===== src/rtl/frame_pkg.sv =====
// Shared constants, typedefs and controller state encoding for the register-window controller.
package frame_pkg;

  localparam int unsigned NREGS  = 16;
  localparam int unsigned WIN    = 8;
  localparam int unsigned FP_MAX = NREGS - WIN;
  localparam int unsigned DEPTH  = 8;
  localparam int unsigned FP_W   = $clog2(NREGS);
  localparam int unsigned REL_W  = $clog2(WIN);
  localparam int unsigned CNT_W  = $clog2(DEPTH + 1);

  typedef logic [FP_W-1:0]  fp_t;
  typedef logic [REL_W-1:0] rel_t;

  typedef enum logic [1:0] {
    RUN    = 2'd0,
    SETTLE = 2'd1,
    FAULT  = 2'd2
  } ctrl_state_t;

endpackage


===== src/rtl/frame_window_ctrl_offset_lifo.sv =====
// LIFO of CALL offsets; the top entry is the distance the next RTN moves the frame pointer back.
module offset_lifo
  import frame_pkg::*;
#(
  parameter int unsigned LDEPTH = DEPTH
) (
  input  logic             Clock,
  input  logic             Reset,
  input  logic             push,
  input  logic             pop,
  input  rel_t             push_data,
  output rel_t             top,
  output logic             full,
  output logic             empty,
  output logic [CNT_W-1:0] count
);

  localparam int unsigned PTR_W = $clog2(LDEPTH);

  rel_t             mem_q [LDEPTH];
  rel_t             mem_d [LDEPTH];
  logic [CNT_W-1:0] count_q, count_d;

  assign full  = (count_q == CNT_W'(LDEPTH));
  assign empty = (count_q == '0);
  assign count = count_q;
  assign top   = empty ? '0 : mem_q[PTR_W'(count_q - CNT_W'(1))];

  // Push takes priority; the controller never requests both in one cycle.
  always_comb begin
    mem_d   = mem_q;
    count_d = count_q;
    if (push && !full) begin
      mem_d[PTR_W'(count_q)] = push_data;
      count_d                = count_q + CNT_W'(1);
    end else if (pop && !empty) begin
      count_d = count_q - CNT_W'(1);
    end
  end

  always_ff @(posedge Clock or posedge Reset) begin
    if (Reset) begin
      count_q <= '0;
      for (int i = 0; i < int'(LDEPTH); i++) mem_q[i] <= '0;
    end else begin
      count_q <= count_d;
      mem_q   <= mem_d;
    end
  end

endmodule


===== src/rtl/frame_window_ctrl.sv =====
// Register-window controller: frame pointer, CALL/RTN window moves, operand address translation
// and a one-cycle settle stall after each move.
module frame_window_ctrl
  import frame_pkg::*;
(
  input  logic             Clock,
  input  logic             Reset,
  input  logic             Instr_Valid,
  output logic             Instr_Ready,
  input  logic             Is_Call,
  input  logic             Is_Rtn,
  input  rel_t             Call_Offset,
  input  rel_t             Rel_Rd,
  input  rel_t             Rel_Rs,
  input  rel_t             Rel_Rm,
  input  logic             Rd_Wen_In,
  input  logic             Rs_Wen_In,
  output fp_t              Rd_Addr,
  output fp_t              Rs_Addr,
  output fp_t              Rm_Addr,
  output rel_t             Actual_Rd,
  output rel_t             Actual_Rs,
  output rel_t             Actual_Rm,
  output logic             Rd_Wen,
  output logic             Rs_Wen,
  output logic             FP_move,
  output logic             FP_push_up,
  output fp_t              New_FP,
  output fp_t              Cur_FP,
  output logic [CNT_W-1:0] Depth,
  output logic             Fault
);

  ctrl_state_t state_q, state_d;
  fp_t         fp_q, fp_d;
  logic        fault_q, fault_d;

  logic             lifo_push, lifo_pop, lifo_full, lifo_empty;
  rel_t             lifo_top;
  logic [CNT_W-1:0] lifo_count;
  logic [FP_W:0]    call_sum;
  fp_t              call_fp, rtn_fp;
  logic             call_ok, rtn_ok;

  offset_lifo u_lifo (
    .Clock     (Clock),
    .Reset     (Reset),
    .push      (lifo_push),
    .pop       (lifo_pop),
    .push_data (Call_Offset),
    .top       (lifo_top),
    .full      (lifo_full),
    .empty     (lifo_empty),
    .count     (lifo_count)
  );

  // Sum is one bit wider so an overshoot past FP_MAX cannot alias back into range.
  assign call_sum = (FP_W+1)'(fp_q) + (FP_W+1)'(Call_Offset);
  assign call_fp  = fp_q + fp_t'(Call_Offset);
  assign rtn_fp   = fp_q - fp_t'(lifo_top);
  assign call_ok  = Is_Call && !Is_Rtn && (call_sum <= (FP_W+1)'(FP_MAX)) && !lifo_full;
  assign rtn_ok   = Is_Rtn && !Is_Call && !lifo_empty;

  assign Rd_Addr   = fp_q + fp_t'(Rel_Rd);
  assign Rs_Addr   = fp_q + fp_t'(Rel_Rs);
  assign Rm_Addr   = fp_q + fp_t'(Rel_Rm);
  assign Actual_Rd = Rel_Rd;
  assign Actual_Rm = Rel_Rm;
  assign Cur_FP    = fp_q;
  assign Depth     = lifo_count;
  assign Fault     = fault_q;

  always_comb begin
    state_d     = state_q;
    fp_d        = fp_q;
    fault_d     = fault_q;
    lifo_push   = 1'b0;
    lifo_pop    = 1'b0;
    Instr_Ready = 1'b0;
    Rd_Wen      = 1'b0;
    Rs_Wen      = 1'b0;
    FP_move     = 1'b0;
    FP_push_up  = 1'b0;
    New_FP      = fp_q;
    Actual_Rs   = Rel_Rs;
    unique case (state_q)
      RUN: begin
        Instr_Ready = 1'b1;
        if (Instr_Valid) begin
          if (call_ok) begin
            FP_move    = 1'b1;
            FP_push_up = 1'b1;
            New_FP     = call_fp;
            Actual_Rs  = Call_Offset;
            Rd_Wen     = Rd_Wen_In;
            fp_d       = call_fp;
            lifo_push  = 1'b1;
            state_d    = SETTLE;
          end else if (rtn_ok) begin
            FP_move   = 1'b1;
            New_FP    = rtn_fp;
            Actual_Rs = lifo_top;
            Rd_Wen    = Rd_Wen_In;
            fp_d      = rtn_fp;
            lifo_pop  = 1'b1;
            state_d   = SETTLE;
          end else if (Is_Call || Is_Rtn) begin
            fault_d = 1'b1;
            state_d = FAULT;
          end else begin
            Rd_Wen = Rd_Wen_In;
            Rs_Wen = Rs_Wen_In;
          end
        end
      end
      SETTLE:  state_d = RUN;
      FAULT:   state_d = FAULT;
      default: state_d = RUN;
    endcase
  end

  always_ff @(posedge Clock or posedge Reset) begin
    if (Reset) begin
      state_q <= RUN;
      fp_q    <= '0;
      fault_q <= 1'b0;
    end else begin
      state_q <= state_d;
      fp_q    <= fp_d;
      fault_q <= fault_d;
    end
  end

endmodule


===== config.mk =====
export PLATFORM = sky130hd
export DESIGN_NAME = frame_window_ctrl
export DESIGN_NICKNAME = d
export VERILOG_FILES = /design/src/rtl/frame_pkg.sv /design/src/rtl/frame_window_ctrl_offset_lifo.sv /design/src/rtl/frame_window_ctrl.sv
export SDC_FILE = /design/constraint.sdc
export NUM_CORES = 1
export LEC_CHECK = 0
export CORE_MARGIN = 2
export CORE_UTILIZATION = 50
export CTS_CLUSTER_DIAMETER = 60
export DETAILED_ROUTE_END_ITERATION = 8
export GPL_TIMING_DRIVEN = 0
export PLACE_DENSITY = 0.83
export SKIP_LAST_GASP = 1
export SYNTH_ARGS = -nofsm -noshare
export SYNTH_HDL_FRONTEND = slang
export SYNTH_SLANG_ARGS = --single-unit

===== constraint.sdc =====
create_clock -name Clock -period 6.3 [get_ports Clock]
set_input_delay 1.26 -clock Clock [delete_from_list [all_inputs] [get_ports Clock]]
set_output_delay 1.26 -clock Clock [all_outputs]
set_load 0.05 [all_outputs]

==> results of run 1 <==
==> where the power goes <==
group          internal, uW  total [uW]  switching (uW)  leakage, uW
sequential              224         224               0     0.000474
combinational          39.7         104            64.3     0.000976
clock                   130         221            91.2    0.0000618
total                   394         550             155      0.00151
==> layer usage <==
metal	GRT usage, %	routed length (um)	up-vias
met5	0	0	-
met4	4.873	87	0
met3	4.150	371	10
met2	40.25	3003	75
met1	29.61	2657	1069
li1	-	-	997
==> Yosys cell counts, drive strengths merged, types with 3 or more instances <==
cell type  number  area share [%]
nand2           7             1.0
a221o           3             1.2
dfrtp          35              35
a21oi          12             2.4
a221oi          3             1.0
a2111oi         3             2.3
nand3           4            0.79
mux2           24              11
mux4            6             5.3
nor2           10             1.5
o2111ai         3             1.0
a21o            5             1.5
fa              5             3.9
xnor2          10             3.7
o311ai          3             1.0
and2            3            0.74
buf             8             2.1
nor3            4            0.79
inv            23             3.4
nor4            3            0.74
nor2b           3            0.74
o21ai           7             1.4
clkbuf          8             1.2
ha             17             8.4
==> cell type report <==
type                            count  share of cell area (%)
Clock buffer                        6                   2.470
Multi-Input combinational cell    163                   45.62
Timing Repair Buffer               57                   17.03
Buffer                             15                   2.433
Inverter                           23                   2.582
Tap cell                           67                   2.507
Clock inverter                      2                   1.160
Sequential cell                    35                   26.20
==> layout by cell type (no fill, tap or decap), types with 6 or more instances in the layout <==
cell	count
sky130_fd_sc_hd__clkbuf_8	6
sky130_fd_sc_hd__dfrtp_1	35
sky130_fd_sc_hd__nor2_1	10
sky130_fd_sc_hd__inv_1	22
sky130_fd_sc_hd__mux4_2	6
sky130_fd_sc_hd__o21ai_0	7
sky130_fd_sc_hd__a21oi_1	12
sky130_fd_sc_hd__clkdlybuf4s50_1	50
sky130_fd_sc_hd__ha_1	16
sky130_fd_sc_hd__mux2_2	24
sky130_fd_sc_hd__nand2_1	7
sky130_fd_sc_hd__buf_4	6
sky130_fd_sc_hd__xnor2_1	9
sky130_fd_sc_hd__clkbuf_1	7
==> registers in the layout, summed over array words and instances (netlist names) <==
signal / flops
state_q: 2
Fault: 1
Cur_FP: 4
u_lifo.count: 4
u_lifo.mem_q: 24
==> stage by stage <==
stage / total power [uW] / hold WS (ns) / worst slack, ns
floorplan: 293.1 / 0.4688 / 0.2995
global placement: 330.7 / 0.4635 / -0.4147
detailed placement: 331.9 / 0.4646 / -0.4437
CTS: 551.4 / 0.4872 / 0.07420
global route: 569.0 / 0.5072 / -0.02944
finish: 549.8 / 0.4862 / 0.1412
==> path summary, 6_finish.rpt <==
| kind | startpoint | end | slack, ns | cells after the start |
|---|---|---|---|---|
| setup / recovery | Call_Offset[0] | Rd_Wen | 0.14 | 9 |
| hold / removal | Fault | Fault | 0.49 | 1 |
| setup reg to reg | u_lifo.count[0] | Cur_FP[3] | 2.20 | 13 |
| hold reg to reg | Fault | Fault | 0.49 | 1 |
| max in group asynchronous | Reset | u_lifo.mem_q[19] | 4.43 | 2 |
| min in group asynchronous | Reset | Cur_FP[2] | 1.41 | 2 |
==> worst max-delay path, cell delays in order <==
cell	delay, ns
sky130_fd_sc_hd__clkdlybuf4s50_1	0.63
sky130_fd_sc_hd__ha_1	0.37
sky130_fd_sc_hd__fa_1	0.44
sky130_fd_sc_hd__xnor2_2	0.21
sky130_fd_sc_hd__a32oi_1	0.49
sky130_fd_sc_hd__o22a_1	0.38
sky130_fd_sc_hd__o211ai_1	0.18
sky130_fd_sc_hd__and3_1	0.23
sky130_fd_sc_hd__clkdlybuf4s50_1	0.70
==> cells by family after synthesis <==
| family | count (synthesis) | share of synthesized area, % |
|---|---|---|
| flip-flops | 35 | 34.52 |
| buffers and inverters | 39 | 6.706 |
| AND/OR/NAND/NOR | 47 | 10.01 |
| XOR/XNOR | 11 | 4.093 |
| AO/OA/AOI/OAI | 53 | 16.37 |
| multiplexers | 30 | 15.98 |
| adder cells (fa/ha/maj) | 22 | 12.33 |
==> repair_timing <==
action / in CTS / in global routing
setup endpoints to repair: 8 / 6
setup buffers: 0 / 0
gates resized for setup: 9 / 8
==> results.md, run 1 <==
STA:
- The setup violation total in the final timing report is 0.
- For the pin with the worst max-slew slack, the measured transition is 0.7239 ns.
- The number of max-slew violations in the final report is 0.
- The final critical path time including I/O delays and setup is 6.159 ns.
- In the finished design, the share of the clock period the worst path needs comes to 97.76%.
- The worst clock skew is between 0.006 and 0.007 ns.
- The worst-case headroom to the max-slew limit is 51.67%.
- For this run, the top clock speed supported by timing is 0.1624 GHz.
- Setup repair after global routing could not meet its margin everywhere.
- The setup TNS after final layout is 0 ns.
- The final count of hold timing violations is 0.

Placed design:
- The count of buffers added on input and output ports is 57.
- Routability-driven placement finished with a final weighted congestion of 0.8724.
- The area of placed instances is 0.003192 mm2.
- The placed cell count is 361.
- The HPWL after detailed placement is 4.565 mm.

Cells and area:
- The share of final-layout standard cells stronger than drive strength 1 is between 10% and 20%.
- After the last flow step, the layout net total stands at 341.
- Cells fill a little over two thirds of the core in the end.
- The footprint of the flip-flops and latches is 875.8 um2.
- Fill cells in the final layout number 381.
- After routing the design area is 0.003343 mm2.
- The multi-input combinational cells in the finished layout cover a total of 0.001525 mm2.
- The relative area change from synthesis to final layout is 31.76%.
- The number of standard cells in the layout, taps in and fillers out is roughly 370.
- The number of antenna diodes is 0.

Detailed routing:
- The count of antenna-violating nets left after detailed routing is 0.
- After detailed routing, the average wire length per cell comes to 16.63 um.
- The detailed-route wire length is between 6 and 7 mm.
- The first-pass iteration count of the detailed router is 4.
- The number of violations reported at the end of detailed-routing iteration 0 is approximately 180.
- After detailed routing, the number of vias per cell comes to 5.845.
- Detailed routing inserted a total of 2151 vias.
- The total DRC errors in the routed layout is 0.

Pwr:
- The leakage power figure is 0.001512 uW.
- In this run the power density over the cells is 164.5 mW/mm2.
- VDD sags by at most roughly 0.20 mV.

GRT:
- Global routing finished with a remaining overflow of 0.
- The first global-routing pass estimated approximately 9.8 mm of wire.
- The number of antenna violations at the first check in global routing is 0.
- The number of global-route vias before repair is around 2100.
- The overall routing resource usage is 22.85%.
- Entering global routing, the biggest net connects 36 pins.

Synth:
- Summing the sequential cell areas from Yosys gives 34.52% of the chip area.
- The async set-reset flop share out of synthesis is 100.0%.
- The number of nets in the synthesized netlist is 278.
- The synthesized design contains 0 enable-type register cells.
- The yosys synthesis warning count is 0.
- Synthesis inferred 35 register bits.
- The synthesized netlist occupies a cell area of 0.002537 mm2.
- In this run the mean area of a mapped cell was ~11 um2.
- The most used flip-flop cell after synthesis is sky130_fd_sc_hd__dfrtp_1.
- The number of different library cells used by synthesis comes to 53.
- The synthesized instance count is 237.

Worst setup path:
- The arrival time at the worst endpoint is 4.90 ns.
- The worst-path maximum fanout is 10.
- Data on the critical path is required at its endpoint by 5.04 ns.
- The capturing element type of the critical path is an output port.
- The worst setup path is launched from an input port.
- The path type of the worst setup path is in -> out.

Outcome:
- The flow ran to the end, and the final reports show no timing, DRC or antenna violations.

Min path:
- The path type of the worst min-delay path is reg -> reg.

Floorplanning:
- The floorplan step defined a die boundary enclosing 0.005661 mm2.
- The standard cell core area is 0.004817 mm2.
- 58 I/O pins were placed.
- From left edge to right edge, the die measures 75.24 um.
- The placement row count is 25.
- In this run the vertical extent of the chip is 75.24 um.
- The initial utilization of the core area, before any placement, comes to 52.68%.

Clock network:
- The clock sink count is 35.
- TritonCTS built the clock tree.
- The count of hold buffers inserted by post-cts repair is 0.
- The largest buffer count on any clock path is 2.
- The root buffer cell chosen for the clock tree is sky130_fd_sc_hd__clkbuf_8.
- The H-tree generated during clock tree synthesis spans 2 levels.
- At the later pin of the worst-skew pair, clock insertion delay measures between 0.2 and 0.3 ns.
- After clock tree synthesis, the clock-pin slew on the worst setup and hold paths is about 0.08 ns.
- In this run, CTS created clock tree buffers numbering 5.

Flow run:
- Max-cap violations in this run came to 0.
No activity file was read; power rests on OpenSTA's default activity.
==> run 2, diff against run 1 <==
--- a/config.mk
+++ b/config.mk
@@ -9,8 +9,9 @@
 export CORE_UTILIZATION = 50
 export CTS_CLUSTER_DIAMETER = 60
 export DETAILED_ROUTE_END_ITERATION = 8
+export DONT_BUFFER_PORTS = 1
 export GPL_TIMING_DRIVEN = 0
-export PLACE_DENSITY = 0.83
+export PLACE_DENSITY = 0.68
 export SKIP_LAST_GASP = 1
 export SYNTH_ARGS = -nofsm -noshare
 export SYNTH_HDL_FRONTEND = slang
==> run 2 against run 1 <==
Compared with the run above:
- die area unchanged
- first-iteration DRC count fell by 31%
- critical path type is now reg -> out
- flip-flop and latch count stayed put
- global-route usage shrank 0.58 points
- clock skew shrank 0.0020 ns
- largest power group unchanged
- combinational power fell by 30%
- sequential power hardly changed
- final area shrank 16%
- highest routed layer unchanged
- register-to-register slack worse by 0.53 ns
- clock-buffer cell count down 1
- core utilization fell by 11 points
==> results.md, run 2 (synthesized netlist as in run 1, its figures left out) <==
Worst setup path:
- The startpoint identified for the worst register-to-register timing path is u_lifo.count[0].
- The gate family responsible for the most delay along the worst path is buffers and inverters.
- The worst path required time is 5.04 ns (about the same).
- Following the worst setup path forward leads to its endpoint at New_FP[3].
- The start point of the critical path is u_lifo.count[0].
- The path depth of the worst reg2reg path was 15 (+2).
- STA classifies the critical path startpoint as a register.
- The count of cell instances traversed by the critical path was 14 (+5).
- The worst setup path is captured at an output port.
- The arrival time at the worst endpoint is 4.72 ns (-0.18 ns).
- The largest stage delay on the critical path is 0.55 ns (-0.15 ns).
- Traced cell by cell, the critical path runs through clkbuf_1 -> clkbuf_2 -> inv_1 -> ha_1 -> mux4_2 -> o21ai_0 -> and2_1 -> ha_1 -> nor2b_1 -> o21a_1 -> or3_1 -> a311oi_1 -> o311ai_2 -> buf_4.
- The worst-path maximum fanout is 10 (unchanged).
- The critical path in this run is classified as reg -> out.
- The combined buffer and inverter count along the critical path is 4 (+2).
- The most frequent cell on the critical path is sky130_fd_sc_hd__ha_1.
- The slack of the worst reg-to-reg path is 1.67 ns (-0.53 ns).
- The critical register-to-register path endpoint is Cur_FP[3].
- The standard cell with the maximum stage delay on the critical path is sky130_fd_sc_hd__dfrtp_2.

Pwr:
- The maximum ir drop on the vdd rail is 0.1690 mV (-14%).
- The total power after layout was 512.0 uW (-6.9%).
- The power per unit of standard cell area came to 181.6 mW/mm2 (+10%).
- The leakage power figure is 0.001281 uW (-15%).

GRT:
- The wire length of the first global-routing pass is 9.315 mm (-4.9%).
- The largest net degree at the start of global routing is 20 (-44%).
- The number of antenna violations at the first check in global routing is 0 (unchanged).
- The overall routing resource usage was 22.27% (-0.58 points).
- The number of global-route vias before repair is 1817 (-14%).
- The overall overflow remaining after global route came to 0 (unchanged).

Placed design:
- The quantity of I/O buffers inserted on ports was 0 (-100%).
- The routability-driven placement congestion ratio was 0.8100 (-7.2%).
- The placed cell count was 310 (-14%).
- The half-perimeter wire length after detailed placement is 4.470 mm (-2.1%).

Detailed routing:
- The total via count after detailed routing is 1956 (-9.1%).
- The routed via count divided by cell count is 6.170 (+5.6%).
- The routed length per placed instance is 18.53 um (+11%).
- The first-pass iteration count of the detailed router is 4 (unchanged).
- The detailed-route wire length came to 5.874 mm (-4.0%).
- The count of antenna-violating nets left after detailed routing came to 0 (unchanged).
- The total DRC errors in the routed layout is 0 (unchanged).
- The number of violations reported at the end of detailed-routing iteration 0 is 126 (-31%).

Floorplanning:
- The area of the die is 0.005661 mm2 (unchanged).
- The number of I/O pins is 58 (unchanged).
- The die span in y came to 75.24 um (unchanged).
- The initial core utilization is 52.68% (unchanged).
- The placement row count came to 25 (unchanged).
- The standard cell core area is 0.004817 mm2 (unchanged).
- The die extent in x came to 75.24 um (unchanged).

Cells and area:
- The library cells used most frequently in the layout, excluding fill and tap cells, are 34 x sky130_fd_sc_hd__dfrtp_1, 24 x sky130_fd_sc_hd__mux2_2, 23 x sky130_fd_sc_hd__inv_1.
- The number of antenna diodes is 0 (unchanged).
- Ranked by flip-flop count, first place goes to u_lifo.mem_q.
- The relative area change from synthesis to final layout is 11.09%.
- The number of standard cells in the layout, taps in and fillers out is 317 (-14%).
- The layout filler cell count is 448 (+18%).
- The number of nets in the layout came to 290 (-15%).
- The flip-flop count of the largest register, all copies and words added is 24 (unchanged).
- The most common cell after layout, fill and taps aside is sky130_fd_sc_hd__dfrtp_1.
- The area of the multi-input gates came to 0.001518 mm2 (-0.49%).
- The footprint of the flip-flops and latches is 877.1 um2 (+0.14%).
- The share of final-layout standard cells stronger than drive strength 1 is 24.00% (+5.1 points).

Min path:
- The tightest min-delay check is of the reg -> reg type.

Clock network:
- TritonCTS built the clock tree.
- The TritonCTS buffer count is 5 (unchanged).
- The CTS clock-pin slew for the worst setup and hold paths is 0.08 ns (about the same).
- The clock sink count is 35 (unchanged).
- The clock insertion delay at the later pin of the skew report is 0.30 ns (about the same).
- The number of H-tree levels came to 2 (unchanged).
- The largest buffer count on any clock path came to 2 (unchanged).
- The tree is rooted in a sky130_fd_sc_hd__clkbuf_8.

Flow run:
- The max-capacitance violation count is 0 (unchanged).

STA:
- The final count of hold timing violations is 0 (unchanged).
- The worst hold margin is 0.5065 ns (+0.02024 ns).
- The worst clock skew is 0.004642 ns (-0.002047 ns).
- The final critical path time including I/O delays and setup is 5.985 ns (-0.1742 ns).
- The setup violation total in the final timing report is 0 (unchanged).
- The timing-limited maximum frequency is 0.1671 GHz (+2.9%).
- The period utilization came to 94.99% (-2.8 points).
- The worst-case headroom to the max-slew limit is 18.26% (-33 points).
- The number of max-slew violations in the final report is 0 (unchanged).
- The measured slew at the worst slew-check pin came to 1.217 ns (+0.4929 ns).
- Setup repair after global routing left no endpoint under its margin.

Outcome:
- The flow ran to the end, and the final reports show no timing, DRC or antenna violations.
[run 2: cell count changes in the layout (fill, tap and decap cells not counted), sizes merged]
cell,previous run,this run
clkdlybuf4s50,50,0
buf,7,13
dlygate4sd2,3,0
dlymetal6s2s,3,0
clkbuf,15,13
clkinvlp,0,1
[run 2: worst min path at each step]
stage                           from          endpoint  slack (ns)  depth (start not counted)
floorplan                 state_q[0]        state_q[1]        0.47                          1
global placement    u_lifo.mem_q[10]  u_lifo.mem_q[10]        0.48                          1
detailed placement   u_lifo.mem_q[6]   u_lifo.mem_q[6]        0.49                          1
CTS                  u_lifo.mem_q[6]   u_lifo.mem_q[6]        0.51                          1
global route         u_lifo.mem_q[8]   u_lifo.mem_q[8]        0.52                          1
finish               u_lifo.mem_q[6]   u_lifo.mem_q[6]        0.51                          1
[run 2: power breakdown]
group / switching, uW / internal, uW
clock: 95.4 / 119
combinational: 55.0 / 17.9
sequential: 0 / 224
total: 150 / 362
[run 2: worst register-to-register path, stage by stage (launching register included)]
cell	delay, ns
sky130_fd_sc_hd__dfrtp_2	0.55
sky130_fd_sc_hd__clkbuf_1	0.35
sky130_fd_sc_hd__clkbuf_2	0.37
sky130_fd_sc_hd__inv_1	0.18
sky130_fd_sc_hd__ha_1	0.55
sky130_fd_sc_hd__mux4_2	0.56
sky130_fd_sc_hd__o21ai_0	0.07
sky130_fd_sc_hd__and2_1	0.21
sky130_fd_sc_hd__ha_1	0.25
sky130_fd_sc_hd__nor2b_1	0.13
sky130_fd_sc_hd__o21a_1	0.20
sky130_fd_sc_hd__or3_1	0.31
sky130_fd_sc_hd__a311oi_1	0.34
sky130_fd_sc_hd__o311ai_2	0.15
sky130_fd_sc_hd__buf_4	0.21
sky130_fd_sc_hd__buf_1	0.10
[run 2: layer usage]
metal	part of all wire (%)	track usage [%]	vias up	wire, um
met2	50	37.23	51	2955
li1	-	-	908	-
met4	0.95	7.212	0	56
met3	3.9	3.614	5	230
met5	0	0	-	0
met1	45	29.72	992	2632
[run 2: area by class of cell]
class | count | area share (%)
Clock inverter | 3 | 1.642
Buffer | 15 | 2.885
Inverter | 23 | 3.063
Tap cell | 67 | 2.974
Sequential cell | 35 | 31.11
Multi-Input combinational cell | 163 | 53.84
Clock buffer | 5 | 2.441
Timing Repair Buffer | 6 | 2.042
[run 2: what timing repair did]
item                       4_1_cts  5_1_grt
gates resized for setup          2        0
setup endpoints to repair        1        1
buffers inserted                 0        0
hold buffers                     0        0
[run 2: stage by stage]
step | worst slack (ns) | utilization (%) | setup TNS (ns) | cell area (um2)
after global routing | 0.06934 | 58.52 | 0 | 2819
after global placement | -0.3111 | 54.42 | -0.6668 | 2621
after floorplan | 0.2995 | - | 0 | 2537
after detailed placement | 0.001089 | 56.16 | 0 | 2705
final | 0.3153 | 58.52 | 0 | 2819
after CTS | 0.1153 | 58.60 | 0 | 2823
